`src/rtl/ser_tx_arbiter.sv`:
```
// ser_tx_arbiter: two-requester round-robin arbiter feeding an 8N1
// serial transmitter (LSB first, idle high) with a programmable divisor.
//
// Ports:
//   clk, resetn         clock, asynchronous active-low reset
//   cfg_div_we/di/do    clocks-per-bit register write enable, data in, readback
//   reqN_valid/data     requester N byte offer (N = 0, 1)
//   reqN_ready          combinational accept for requester N (IDLE only)
//   ser_tx              registered serial line
//   busy                high while a frame is in progress
//   grant_id            requester of the current (or last) frame
module ser_tx_arbiter #(
    parameter int unsigned DEFAULT_DIV = 106
) (
    input  logic        clk,
    input  logic        resetn,
    input  logic        cfg_div_we,
    input  logic [31:0] cfg_div_di,
    output logic [31:0] cfg_div_do,
    input  logic        req0_valid,
    input  logic [7:0]  req0_data,
    output logic        req0_ready,
    input  logic        req1_valid,
    input  logic [7:0]  req1_data,
    output logic        req1_ready,
    output logic        ser_tx,
    output logic        busy,
    output logic        grant_id
);

    typedef enum logic [1:0] {
        IDLE,
        START,
        DATA,
        STOP
    } state_t;

    state_t      state_q;
    logic [31:0] cfg_q;
    logic [31:0] div_q;
    logic [31:0] cnt_q;
    logic [2:0]  bit_q;
    logic [7:0]  shift_q;
    logic        ser_tx_q;
    logic        busy_q;
    logic        grant_q;

    logic        win1;
    logic        idle_ok;
    logic        accept;
    logic        last_cnt;
    logic [31:0] eff_div;

    // Requester 1 wins when it is alone, or on contention when the
    // previous frame belonged to requester 0.
    assign win1     = req1_valid && (!req0_valid || !grant_q);
    // Gating with resetn keeps both readies low while reset is held.
    assign idle_ok  = resetn && (state_q == IDLE);
    assign req0_ready = idle_ok && req0_valid && !win1;
    assign req1_ready = idle_ok && win1;
    assign accept   = req0_ready || req1_ready;
    // Divisors below 2 are clamped so every bit lasts at least 2 cycles.
    assign eff_div  = (cfg_q < 32'd2) ? 32'd2 : cfg_q;
    assign last_cnt = (cnt_q == div_q - 32'd1);

    assign cfg_div_do = cfg_q;
    assign ser_tx     = ser_tx_q;
    assign busy       = busy_q;
    assign grant_id   = grant_q;

    always_ff @(posedge clk or negedge resetn) begin
        if (!resetn) begin
            state_q  <= IDLE;
            cfg_q    <= DEFAULT_DIV;
            div_q    <= 32'd0;
            cnt_q    <= 32'd0;
            bit_q    <= 3'd0;
            shift_q  <= 8'd0;
            ser_tx_q <= 1'b1;
            busy_q   <= 1'b0;
            grant_q  <= 1'b1;
        end else begin
            if (cfg_div_we) begin
                cfg_q <= cfg_div_di;
            end
            case (state_q)
                IDLE: begin
                    if (accept) begin
                        state_q  <= START;
                        shift_q  <= win1 ? req1_data : req0_data;
                        grant_q  <= win1;
                        div_q    <= eff_div;
                        cnt_q    <= 32'd0;
                        bit_q    <= 3'd0;
                        ser_tx_q <= 1'b0;
                        busy_q   <= 1'b1;
                    end
                end
                START: begin
                    if (last_cnt) begin
                        cnt_q    <= 32'd0;
                        state_q  <= DATA;
                        ser_tx_q <= shift_q[0];
                    end else begin
                        cnt_q <= cnt_q + 32'd1;
                    end
                end
                DATA: begin
                    if (last_cnt) begin
                        cnt_q <= 32'd0;
                        if (bit_q == 3'd7) begin
                            state_q  <= STOP;
                            ser_tx_q <= 1'b1;
                        end else begin
                            bit_q    <= bit_q + 3'd1;
                            shift_q  <= {1'b0, shift_q[7:1]};
                            ser_tx_q <= shift_q[1];
                        end
                    end else begin
                        cnt_q <= cnt_q + 32'd1;
                    end
                end
                STOP: begin
                    if (last_cnt) begin
                        cnt_q   <= 32'd0;
                        state_q <= IDLE;
                        busy_q  <= 1'b0;
                    end else begin
                        cnt_q <= cnt_q + 32'd1;
                    end
                end
                default: begin
                    state_q <= IDLE;
                end
            endcase
        end
    end

endmodule
```
`config.mk`:
```
export PLATFORM = sky130hd
export DESIGN_NAME = ser_tx_arbiter
export DESIGN_NICKNAME = d
export VERILOG_FILES = /design/src/rtl/ser_tx_arbiter.sv
export SDC_FILE = /design/constraint.sdc
export NUM_CORES = 1
export LEC_CHECK = 0
export CAP_MARGIN = 10
export CORE_ASPECT_RATIO = 0.5
export CORE_MARGIN = 10
export CORE_UTILIZATION = 45
export CTS_BUF_LIST = sky130_fd_sc_hd__clkbuf_8
export DETAILED_ROUTE_END_ITERATION = 10
export GPL_TIMING_DRIVEN = 0
export HOLD_SLACK_MARGIN = 0.1
export PLACE_DENSITY = 0.79
export SYNTH_ARGS = -nofsm -noshare
export SYNTH_HDL_FRONTEND = slang
export SYNTH_SLANG_ARGS = --single-unit
```
`constraint.sdc`:
```
create_clock -name clk -period 5 [get_ports clk]
set_input_delay 1 -clock clk [delete_from_list [all_inputs] [get_ports clk]]
set_output_delay 1 -clock clk [all_outputs]
set_load 0.01 [all_outputs]
```
# [After elaboration in Yosys (flattened, before gate mapping)]
# Cells that the tools add are included.
[totals] elab_cells=71 inputBits=53 reg_bits=112
[op_classes] n_lt_le_gt_ge=1 n_reduce_logical=20 muxes=27 add_sub_neg=3 eq_ne=11
[op_table] op="$mux 32" count=3
[op_table] op="$pmux 32 s2" count=1
[op_table] op="$add 32x1->32 const B" count=1
[op_table] op="$eq 32x32->1" count=1
[op_table] op="$lt 32x2->1 const B" count=1
[op_table] op="$mux 8" count=4
[op_table] op="$sub 32x1->32 const B" count=1
[op_table] op="$pmux 8 s2" count=1
[op_table] op="$ne 2x2->1 const B" count=6
[op_table] op="$mux 2" count=5
[op_table] op="$mux 3" count=3
[op_table] op="$pmux 2 s4" count=1
[op_table] op="$reduce_and 4->1" count=2
[op_table] op="$mux 1" count=6
[op_table] op="$pmux 3 s2" count=1
[op_table] op="$logic_and 1x1->1" count=5
[op_table] op="$reduce_and 5->1" count=1
[op_table] op="$eq 2x2->1 const B" count=2
[op_table] op="$reduce_bool 2->1" count=2
[op_table] op="$add 3x1->3 const B" count=1
[op_table] op="$eq 3x3->1 const B" count=1
[op_table] op="$logic_not 1->1" count=3
[op_table] op="$pmux 1 s3" count=1
[op_table] op="$reduce_and 3->1" count=1
[op_table] op="other kinds (7)" count=8

# [Depth between registers and ports, before layout]
# Gate-level depths: netlist of the first run.
[depth] word_depth=8 depth_mapped=12 ltp_nobuf=10

# [Least setup slack after synthesis of the first run]
# Ideal clock, no wire load.
[synth_timing] path_kind="flip-flop to flip-flop" from="reg div_q[0]" to="reg bit_q[1]" synth_period_minus_slack_ps=3359 setup_slack_ps=1641 required_ps=4851 arrival_ps=3210 path_stages_with_launch=13 setup_time_ps=149 path_cell_list="dfrtp_1 -> inv_1 -> ha_1 -> nor3b_2 -> nand2_2 -> o41ai_1 -> nand4_1 -> or4_1 -> or4_1 -> buf_4 -> buf_6 -> o211ai_1 -> o221ai_1"
[synth_between] elab_chain_len=4
[synth_lines] item="start, declared" line="40" rtl="logic [31:0] div_q;"
[synth_lines] item="start signal, assigned" line="92" rtl="div_q <= eff_div;"
[synth_lines] item="$sub 32x1->32" line="64" rtl="assign last_cnt = (cnt_q == div_q - 32'd1);"
[synth_lines] item="$eq 32x32->1" line="64"
[synth_lines] item="$ne 2x2->1 (no line)"
[synth_lines] item="$reduce_and 4->1 (no line)"
[synth_lines] item="end signal, assigned" line="115" rtl="bit_q <= bit_q + 3'd1;"
[synth_lines] item="end, declared" line="42" rtl="logic [2:0] bit_q;"
# Every way passes these cells.
# A chain may end at the register's enable or synchronous reset.

# [Worst setup path after layout of the first run]
[layout_timing] from="reg div_q[0]" to="reg shift_q[0]"
[layout_between] elab_chain_len=4
[layout_lines] item="$sub 32x1->32" line="64"
[layout_lines] item="$eq 32x32->1" line="64"
[layout_lines] item="$ne 2x2->1 (no line)"
[layout_lines] item="$reduce_and 4->1 (no line)"
[layout_lines] item="end signal, assigned" line="90" rtl="shift_q <= win1 ? req1_data : req0_data;"
[layout_lines] item="end signal, assigned" line="116" rtl="shift_q <= {1'b0, shift_q[7:1]};"
[layout_lines] item="end, declared" line="43" rtl="logic [7:0] shift_q;"
# Every way passes these cells.

==> impl_metrics.csv, run 1 <==
group,metric,value,unit
outcome,status,"complete, no violations",
timing,finClkSkew,0.0194,ns
synth,ys_seq_area_share,42.1,%
timing,finalCritPeriodShare,84.7,%
synth,synth_fa_ha_area_share,1.69,%
critical_path,start_kind,"register",
timing,rsz0062_at_grt,"false",
place,hpwlAfterDp,14000,um
critical_path,cpPeakStageDelay,0.58,ns
synth,async_flop_share,100,%
timing,setup_viol,0,
cells_and_area,nNetsFinal,915,
route,ant_nets,0,
cts,post_cts_buffers,0,
timing,drv_slew,0,
pwr,ir_drop,0.000133,V
cts,cts_resized,0,
critical_path,worstPathRequired,5.30,ns
synth,synth_top_family_by_area,"simple AND/OR/NAND/NOR gates",
critical_path,end_kind,"register",
synth,synth_top_area_share,39.8,%
route,via_count,6279,
die,chipHeight,106,um
synth,synth_top_flop_cell,"dfrtp_1",
die,row_count,31,
synth,synth_xor_area_share,5.12,%
pwr,finalPower,1.67,mW
pwr,power.density,208,mW/mm^2
critical_path,crit_path_end,"shift_q[0]",
synth,synth-simple-area-share,27.3,%
grt,grt_pass1_wl,31000,um
die,io_pins,90,
critical_path,crit_type,"register to register",
synth,synthMuxAreaShare,5.68,%
cells_and_area,fillCellCount,1303,
synth,syn-num-nets,815,
die,initial_utilization,46.0,%
synth,synth_compound_area_share,13.6,%
cts,cts_tree,"done",
synth,postSynthRegisterBits,112,
grt,grt_max_degree,59,
die,die_width,192,um
cts,cts_buffers,9,
place,numPortBuffers,88,
run,max_cap_violations,0,
place,place_congestion,0.895,
cells_and_area,drive_above_1_share,9.91,%
critical_path,cp.arrival,4.53,ns
timing,timing.setup.tns,0,ns
pwr,p_leak,3.45,nW
pwr,combPwrFrac,10.4,%
synth,netlist_area,0.00667,sq mm
critical_path,cp.depth,11,
cells_and_area,num_antenna_cells,0,
cts,cts_sinks,112,
die,core_area,0.0145,sq mm
synth,synth_area_leaders,"dfrtp_1 (40%), nand2_1 (7.8%), mux2_2 (5.2%)",
cts,clkTransAtPathRegs,0.11,ns
timing,hold_viol,0,
route,drc_errors,0,
pwr,p_sw,0.437,mW
pwr,clockPowerShare,31.7,%
route,avgViaCountPerCell,5.95,
grt,antenna_found_initial,0,
cells_and_area,syn_to_final_growth,20.0,%
route,dr.pass1.iters,5,
grt,grt_pass1_vias,5927,
synth,yosysTopAreaCell,"dfrtp_1",
cts,cts-root-buf,"clkbuf_8",
timing,finalCriticalPeriod,4.23,ns
synth,postSynthCellCount,753,
cts,cts.htree.levels,3,
pwr,sequentialPowerShare,57.9,%
critical_path,critPathTopFamily,"simple AND/OR/NAND/NOR gates",
cts,cts-hold-fix-buffers,0,
critical_path,reg2reg_from,"div_q[0]",
timing,worst_slew_pin_slew,0.939,ns
timing,max_freq,236,MHz
route,routed_wl,18800,um
grt,grt_overflow,0,
critical_path,reg2regPathDepth,11,
cts,worstSkewPairLatency,0.40,ns
critical_path,r2r_end,"shift_q[0]",
grt,gr-usage-all-layers,18.4,%
route,drt-initial-drc-count,452,
critical_path,reg2reg_slack,0.77,ns
critical_path,startpoint,"div_q[0]",
critical_path,cp_max_fo,10,
timing,slew_headroom,37.0,%
synth,yosysWarnings,0,
min_path,hold_depth,2,
route,wl_per_cell,17.8,um
min_path,hold_path.class,"register to register",
synth,post_synth_num_cell_types,61,
timing,holdWs,0.537,ns
die,die_area,0.0204,sq mm
synth,synth_edf_count,0,
critical_path,crit_chain,"inv_1, ha_1, nor3b_2, nand2_2, or4_1, a22oi_1, o2111ai_1, nor4_1, buf_2, nand2_1, a311oi_1",
cts,clk_path_buf_depth,2,
critical_path,crit_slowest_cell,"nor3b_2",
critical_path,path_buf_inv,2,
pwr,p_sw_share,26.2,%
synth,syn_avg_cell_area,8.86,sq um
pwr,p_int,1.23,mW
-- worst min-delay path: stages, from the launching register on --
cell	delay, ns
dfstp_2	0.41
nand2_1	0.05
nand2_1	0.04
-- synth_stat cells (4+ instances only) --
cell / number
a21oi_1: 13
xor2_1: 15
nor2_1: 29
dfrtp_1: 106
mux2_2: 31
o211ai_1: 9
o221ai_1: 4
dfstp_2: 6
nor3_1: 21
o22ai_1: 4
or3_1: 6
nand2_1: 139
nand4_1: 9
nand2b_1: 9
nor2b_1: 4
ha_1: 9
clkbuf_1: 29
nand3b_1: 16
or4_1: 9
a211o_1: 5
and2_1: 7
nor4_1: 30
a31oi_1: 42
xnor2_1: 24
o21ai_0: 27
o21ai_1: 5
inv_1: 23
and3_1: 19
nand3_1: 40
buf_2: 9
-- flip-flops by register name, indices dropped and copies added, names as in the netlist --
signal,cells
cfg_div_do,32
cnt_q,32
div_q,32
shift_q,8
bit_q,3
state_q,2
busy,1
grant_id,1
ser_tx,1
-- layer usage --
metal | track usage, % | share of wire [%]
met1 | 25.6 | 47
met4 | 4.73 | 1.1
met2 | 27.2 | 42
met3 | 5.81 | 9.6
met5 | 0 | 0
-- how the worst min path moves through the flow --
stage	start	to	slack (ns)
finish	cfg_div_do[6]	div_q[6]	0.54
global route	cfg_div_do[6]	div_q[6]	0.57
CTS	cfg_div_do[6]	div_q[6]	0.54
detailed placement	cfg_div_do[6]	div_q[6]	0.51
global placement	cfg_div_do[6]	div_q[6]	0.50
floorplan	div_q[31]	div_q[31]	0.47
-- per-stage QoR --
| step | area (sq um) | utilization (%) | cells | setup WS, ns |
|---|---|---|---|---|
| floorplan | 6670 | - | 753 | 1.64 |
| global route | 8010 | 55.2 | 1056 | 0.510 |
| finish | 8010 | 55.2 | 1056 | 0.766 |
| detailed placement | 7820 | 53.9 | 1040 | 0.497 |
| CTS | 8010 | 55.2 | 1056 | 0.820 |
| global placement | 7800 | 53.8 | 1039 | -2.84 |
-- kinds of logic after synthesis --
group / count (synthesis)
simple gates: 354
compound gates: 137
xor+xnor: 39
mux: 34
fa+ha+maj: 9
buf+inv: 68
flops: 112
-- power by group through the flow --
stage	registers (mW)	logic, mW	clock network (mW)
2_1_floorplan	0.986	0.0389	0
3_3_place_gp	0.983	0.171	0
3_5_place_dp	0.984	0.175	0
4_1_cts	0.967	0.177	0.539
5_1_grt	0.972	0.189	0.574
6_report	0.967	0.173	0.529
-- cell type report --
class                   count  area (sq um)  share of cell area [%]
multi-input cells         573          3560                    44.5
flip-flops and latches    112          2810                    35.1
clock buffers               9           124                    1.55
well taps                 198           248                    3.09
clock inverters             7          58.8                   0.734
plain buffers              45           214                    2.67
repair buffers             89           906                    11.3
inverters                  23          86.3                    1.08
-- cell usage in the layout (no fill, tap or decap), types with 24 or more instances in the layout --
master           count
nand2_1            139
dfrtp_1            106
clkdlybuf4s50_1     87
a31oi_1             42
nand3_1             40
mux2_2              31
nor4_1              30
clkbuf_1            29
nor2_1              29
o21ai_0             27
inv_1               24
xnor2_1             24
No activity file was read; power rests on OpenSTA's default activity.
==> run 2: changes to the inputs <==
==> constraint.sdc (replaced) <==
create_clock -name clk -period 4.4 [get_ports clk]
set_input_delay 0.88 -clock clk [delete_from_list [all_inputs] [get_ports clk]]
set_output_delay 0.88 -clock clk [all_outputs]
set_load 0.01 [all_outputs]
==> impl_metrics.csv, run 2 (synthesis gave the netlist of run 1 again) <==
group,metric,value,unit
grt,grt_pass1_wl,31000,um
cells_and_area,drive_above_1_share,9.91,%
cells_and_area,syn_to_final_growth,20.1,%
run,max_cap_violations,0,
timing,finClkSkew,0.0190,ns
route,avgViaCountPerCell,5.92,
die,chipHeight,106,um
pwr,ir_drop,0.000150,V
grt,antenna_found_initial,0,
route,top_layer_used,"met4",
place,hpwlAfterDp,14000,um
critical_path,worstPathRequired,4.69,ns
route,met2_length,7910,um
route,via_count,6247,
timing,holdWs,0.526,ns
cells_and_area,finish.utilization,55.2,%
critical_path,reg2regPathDepth,11,
die,core_area,0.0145,sq mm
route,drc_errors,0,
timing,setup_viol,0,
min_path,hold_path.class,"input pin to async pin",
timing,finalCritPeriodShare,92.6,%
place,numPortBuffers,88,
route,drt-initial-drc-count,507,
critical_path,start_kind,"register",
timing,hold_viol,0,
pwr,power.density,237,mW/mm^2
cells_and_area,nNetsFinal,915,
route,wl_per_cell,17.8,um
cts,post_cts_buffers,0,
critical_path,cp_max_fo,10,
route,routed_wl,18800,um
route,dr_wl_met3,1770,um
cts,cts_tree,"done",
cells_and_area,final_common_cell,"nand2_1",
cts,cts.htree.levels,3,
timing,drv_slew,0,
timing,rsz0062_at_grt,"false",
grt,grt_pass1_vias,5927,
die,initial_utilization,46.0,%
outcome,status,"complete, no violations",
cts,cts_sinks,112,
route,wirelength_met1,8910,um
route,ant_nets,0,
cells_and_area,num_antenna_cells,0,
timing,slew_headroom,37.2,%
cts,cts_buffers,9,
critical_path,end_kind,"register",
pwr,p_leak,3.45,nW
cells_and_area,final_cell_mix,"nand2_1 (139), dfrtp_1 (106), clkdlybuf4s50_1 (87)",
cts,clk_path_buf_depth,2,
die,die_width,192,um
grt,grt_overflow,0,
die,io_pins,90,
timing,worst_slew_pin_slew,0.934,ns
grt,gr-usage-all-layers,18.4,%
die,die_area,0.0204,sq mm
critical_path,crit_type,"register to register",
die,row_count,31,
timing,timing.setup.tns,0,ns
critical_path,cp.arrival,4.37,ns
timing,max_freq,245,MHz
grt,grt_max_degree,59,
cts,cts-root-buf,"clkbuf_8",
timing,finalCriticalPeriod,4.08,ns
cts,clkTransAtPathRegs,0.12,ns
place,place_congestion,0.895,
route,dr.pass1.iters,5,
cts,worstSkewPairLatency,0.39,ns
-- run 2: cell types whose count changed in the layout (fill, tap and decap cells not counted) --
cell | before | now
nor3b_2 | 1 | 0
nor3b_4 | 0 | 1
-- run 2: timing repair --
| action | CTS | global route |
|---|---|---|
| hold buffers | 0 | 0 |
| resized for setup | 0 | 1 |
| endpoints found under the setup margin | 0 | 3 |
-- run 2: routing by layer --
layer / GRT usage [%] / vias to the layer above
met5: 0 / -
met4: 4.73 / 0
met3: 5.81 / 24
met2: 27.2 / 254
met1: 25.6 / 3026
li1: - / 2943
-- run 2: path summary, 6_finish.rpt --
path / startpoint / to / slack (ns)
worst min-delay path: resetn / cfg_div_do[24] / 0.53
min in group clk: cfg_div_do[6] / div_q[6] / 0.54
worst max register to register: div_q[0] / shift_q[0] / 0.32
worst max-delay path: div_q[0] / shift_q[0] / 0.32
worst min register to register: cfg_div_do[6] / div_q[6] / 0.54
max in group asynchronous: resetn / grant_id / 3.08
-- run 2: worst max-delay path: stages, from the launching register on --
cell and delay [ns]:
dfrtp_1 0.46, inv_1 0.12, ha_1 0.19, nor3b_4 0.45
nand2_2 0.26, or4_1 0.56, a22oi_1 0.26, o2111ai_1 0.19
nor4_1 0.59, buf_2 0.35, nand2_1 0.20, a311oi_1 0.34
-- run 2: report_power, final --
part           switching [mW]  internal (mW)
Combinational          0.0765          0.120
Clock                   0.382          0.218
Sequential             0.0378           1.06
-- run 2: area by class of cell --
cell class / count / area, sq um
Timing Repair Buffer: 89 / 906
Inverter: 23 / 86.3
Multi-Input combinational cell: 573 / 3570
Fill cell: 1304 / 6490
Tap cell: 198 / 248
Buffer: 45 / 214
Clock buffer: 9 / 124
Clock inverter: 7 / 58.8
Sequential cell: 112 / 2810
-- run 2: through the flow --
stage	total power, mW	cell area, sq um	worst slack, ns	std cells
finish	1.90	8010	0.324	1056
floorplan	1.16	6670	1.04	753
CTS	1.91	8010	0.220	1056
global route	1.97	8010	0.0893	1056
global placement	1.31	7800	-3.32	1039
detailed placement	1.32	7820	0.0171	1040
==> run 3: changes to the inputs <==
--- a/config.mk
+++ b/config.mk
@@ -11,9 +11,10 @@
 export CORE_UTILIZATION = 45
 export CTS_BUF_LIST = sky130_fd_sc_hd__clkbuf_8
 export DETAILED_ROUTE_END_ITERATION = 10
+export DONT_BUFFER_PORTS = 1
 export GPL_TIMING_DRIVEN = 0
 export HOLD_SLACK_MARGIN = 0.1
-export PLACE_DENSITY = 0.79
+export PLACE_DENSITY = 0.72
 export SYNTH_ARGS = -nofsm -noshare
 export SYNTH_HDL_FRONTEND = slang
 export SYNTH_SLANG_ARGS = --single-unit
==> impl_metrics.csv, run 3 (synthesis gave the netlist of run 1 again) <==
group,metric,value,unit
cells_and_area,multi_input_area,0.00357,sq mm
timing,slew_headroom,34.6,%
cells_and_area,fin_area,0.00711,sq mm
cts,clkTransAtPathRegs,0.13,ns
cts,cts-root-buf,"clkbuf_8",
die,row_count,31,
route,wl_per_cell,18.9,um
cells_and_area,final_cells,967,
cells_and_area,final_cell_mix,"nand2_1 (139), dfrtp_1 (106), a31oi_1 (42)",
grt,grt_overflow,0,
run,max_cap_violations,0,
route,dr.pass1.iters,5,
cells_and_area,seq_area,0.00281,sq mm
critical_path,start_kind,"register",
die,die_width,192,um
timing,finalCritPeriodShare,91.3,%
die,core_area,0.0145,sq mm
cells_and_area,final_common_cell,"nand2_1",
cts,cts-hold-fix-buffers,0,
pwr,power.density,252,mW/mm^2
grt,grt_pass1_wl,29600,um
critical_path,crit_type,"register to register",
critical_path,crit_path_end,"shift_q[7]",
outcome,status,"complete, no violations",
route,avgViaCountPerCell,6.03,
route,routed_wl,18300,um
pwr,finalPower,1.79,mW
timing,hold_viol,0,
critical_path,end_kind,"register",
cells_and_area,nNetsFinal,826,
critical_path,reg2reg_from,"div_q[0]",
timing,setup_viol,0,
die,chipHeight,106,um
timing,rsz0062_at_grt,"false",
timing,finalCriticalPeriod,4.02,ns
critical_path,r2r_end,"shift_q[7]",
route,ant_nets,0,
place,dp.cells,951,
timing,holdWs,0.154,ns
cells_and_area,num_antenna_cells,0,
place,numPortBuffers,0,
min_path,hold_path.class,"input pin to async pin",
cts,cts_buffers,9,
route,drt-initial-drc-count,573,
place,place_congestion,0.903,
cells_and_area,fillCellCount,1424,
die,die_area,0.0204,sq mm
grt,grt_max_degree,115,
place,hpwlAfterDp,13500,um
critical_path,cp.arrival,4.31,ns
critical_path,crit_chain,"inv_1, ha_1, nor3b_4, nand2_2, or4_1, a22oi_1, o2111ai_1, nor4_1, buf_2, nand2_1, a31o_2",
cts,worstSkewPairLatency,0.40,ns
cells_and_area,drive_above_1_share,10.8,%
cells_and_area,syn_to_final_growth,6.62,%
grt,antenna_found_initial,0,
route,via_count,5829,
cts,cts_tree,"done",
critical_path,cpPeakStageDelay,0.63,ns
pwr,p_leak,3.10,nW
grt,gr-usage-all-layers,17.8,%
cts,clk_path_buf_depth,2,
cts,cts_sinks,112,
route,drc_errors,0,
timing,timing.setup.tns,0,ns
pwr,ir_drop,0.000151,V
die,io_pins,90,
die,initial_utilization,46.0,%
critical_path,reg2reg_slack,0.38,ns
critical_path,reg2regPathDepth,11,
timing,finClkSkew,0.0186,ns
timing,drv_slew,0,
place,place_area,0.00692,sq mm
cts,cts.htree.levels,3,
critical_path,crit_slowest_cell,"nor4_1",
grt,grt_pass1_vias,5491,
timing,max_freq,249,MHz
timing,worst_slew_pin_slew,0.977,ns
critical_path,startpoint,"div_q[0]",
critical_path,cp_max_fo,10,
critical_path,worstPathRequired,4.69,ns
run 3: cell types whose count changed in the layout (fill, tap and decap cells not counted):
cell / change
clkdlybuf4s50_1: -87
inv_6: -3
inv_8: +2
buf_16: -1
buf_4: -1
clkinv_4: +1
run 3: critical path: cells and delay by family (launching register included):
family,cells,cell delay [ns]
simple gates,5,2.08
compound gates,3,0.68
flops,1,0.46
buf+inv,2,0.46
fa+ha+maj,1,0.20
run 3: how the worst min path moves through the flow:
stage                     cells after the start  slack [ns]             end      start
after detailed placement                      2        0.52       div_q[31]  div_q[31]
final                                         0        0.15  cfg_div_do[24]     resetn
after global routing                          0        0.12   cfg_div_do[9]     resetn
after floorplan                               2        0.47       div_q[31]  div_q[31]
after CTS                                     0        0.14  cfg_div_do[23]     resetn
after global placement                        2        0.52       div_q[31]  div_q[31]
run 3: repair_timing:
item / in CTS / in global routing
gates resized for setup: 0 / 1
setup endpoints to repair: 0 / 3
buffers inserted: 0 / 0
run 3: per-layer routing:
layer	GRT usage (%)	share of wire, %	vias to the layer above
met2	25.0	41	239
met1	25.7	47	2805
li1	-	-	2765
met3	5.74	11	20
met4	4.07	0.95	0
met5	0	0	-
run 3: stage by stage:
stage	setup WS [ns]	util, %
floorplan	1.04	-
global placement	0.333	47.7
detailed placement	0.244	47.7
CTS	0.216	49.0
global route	0.0808	49.0
finish	0.383	49.0
run 3: area by class of cell:
cell class              instances  share of cell area, %
plain buffers                  45                   3.01
clock buffers                   9                   1.74
clock inverters                 7                  0.897
inverters                      23                   1.21
multi-input cells             573                   50.1
flip-flops and latches        112                   39.5
well taps                     198                   3.48
run 3: power by group:
group / total, mW / internal [mW] / switching (mW)
combinational: 0.0497 / 0.0308 / 0.0189
sequential: 1.12 / 1.06 / 0.0569
clock: 0.624 / 0.221 / 0.403
total: 1.79 / 1.31 / 0.479
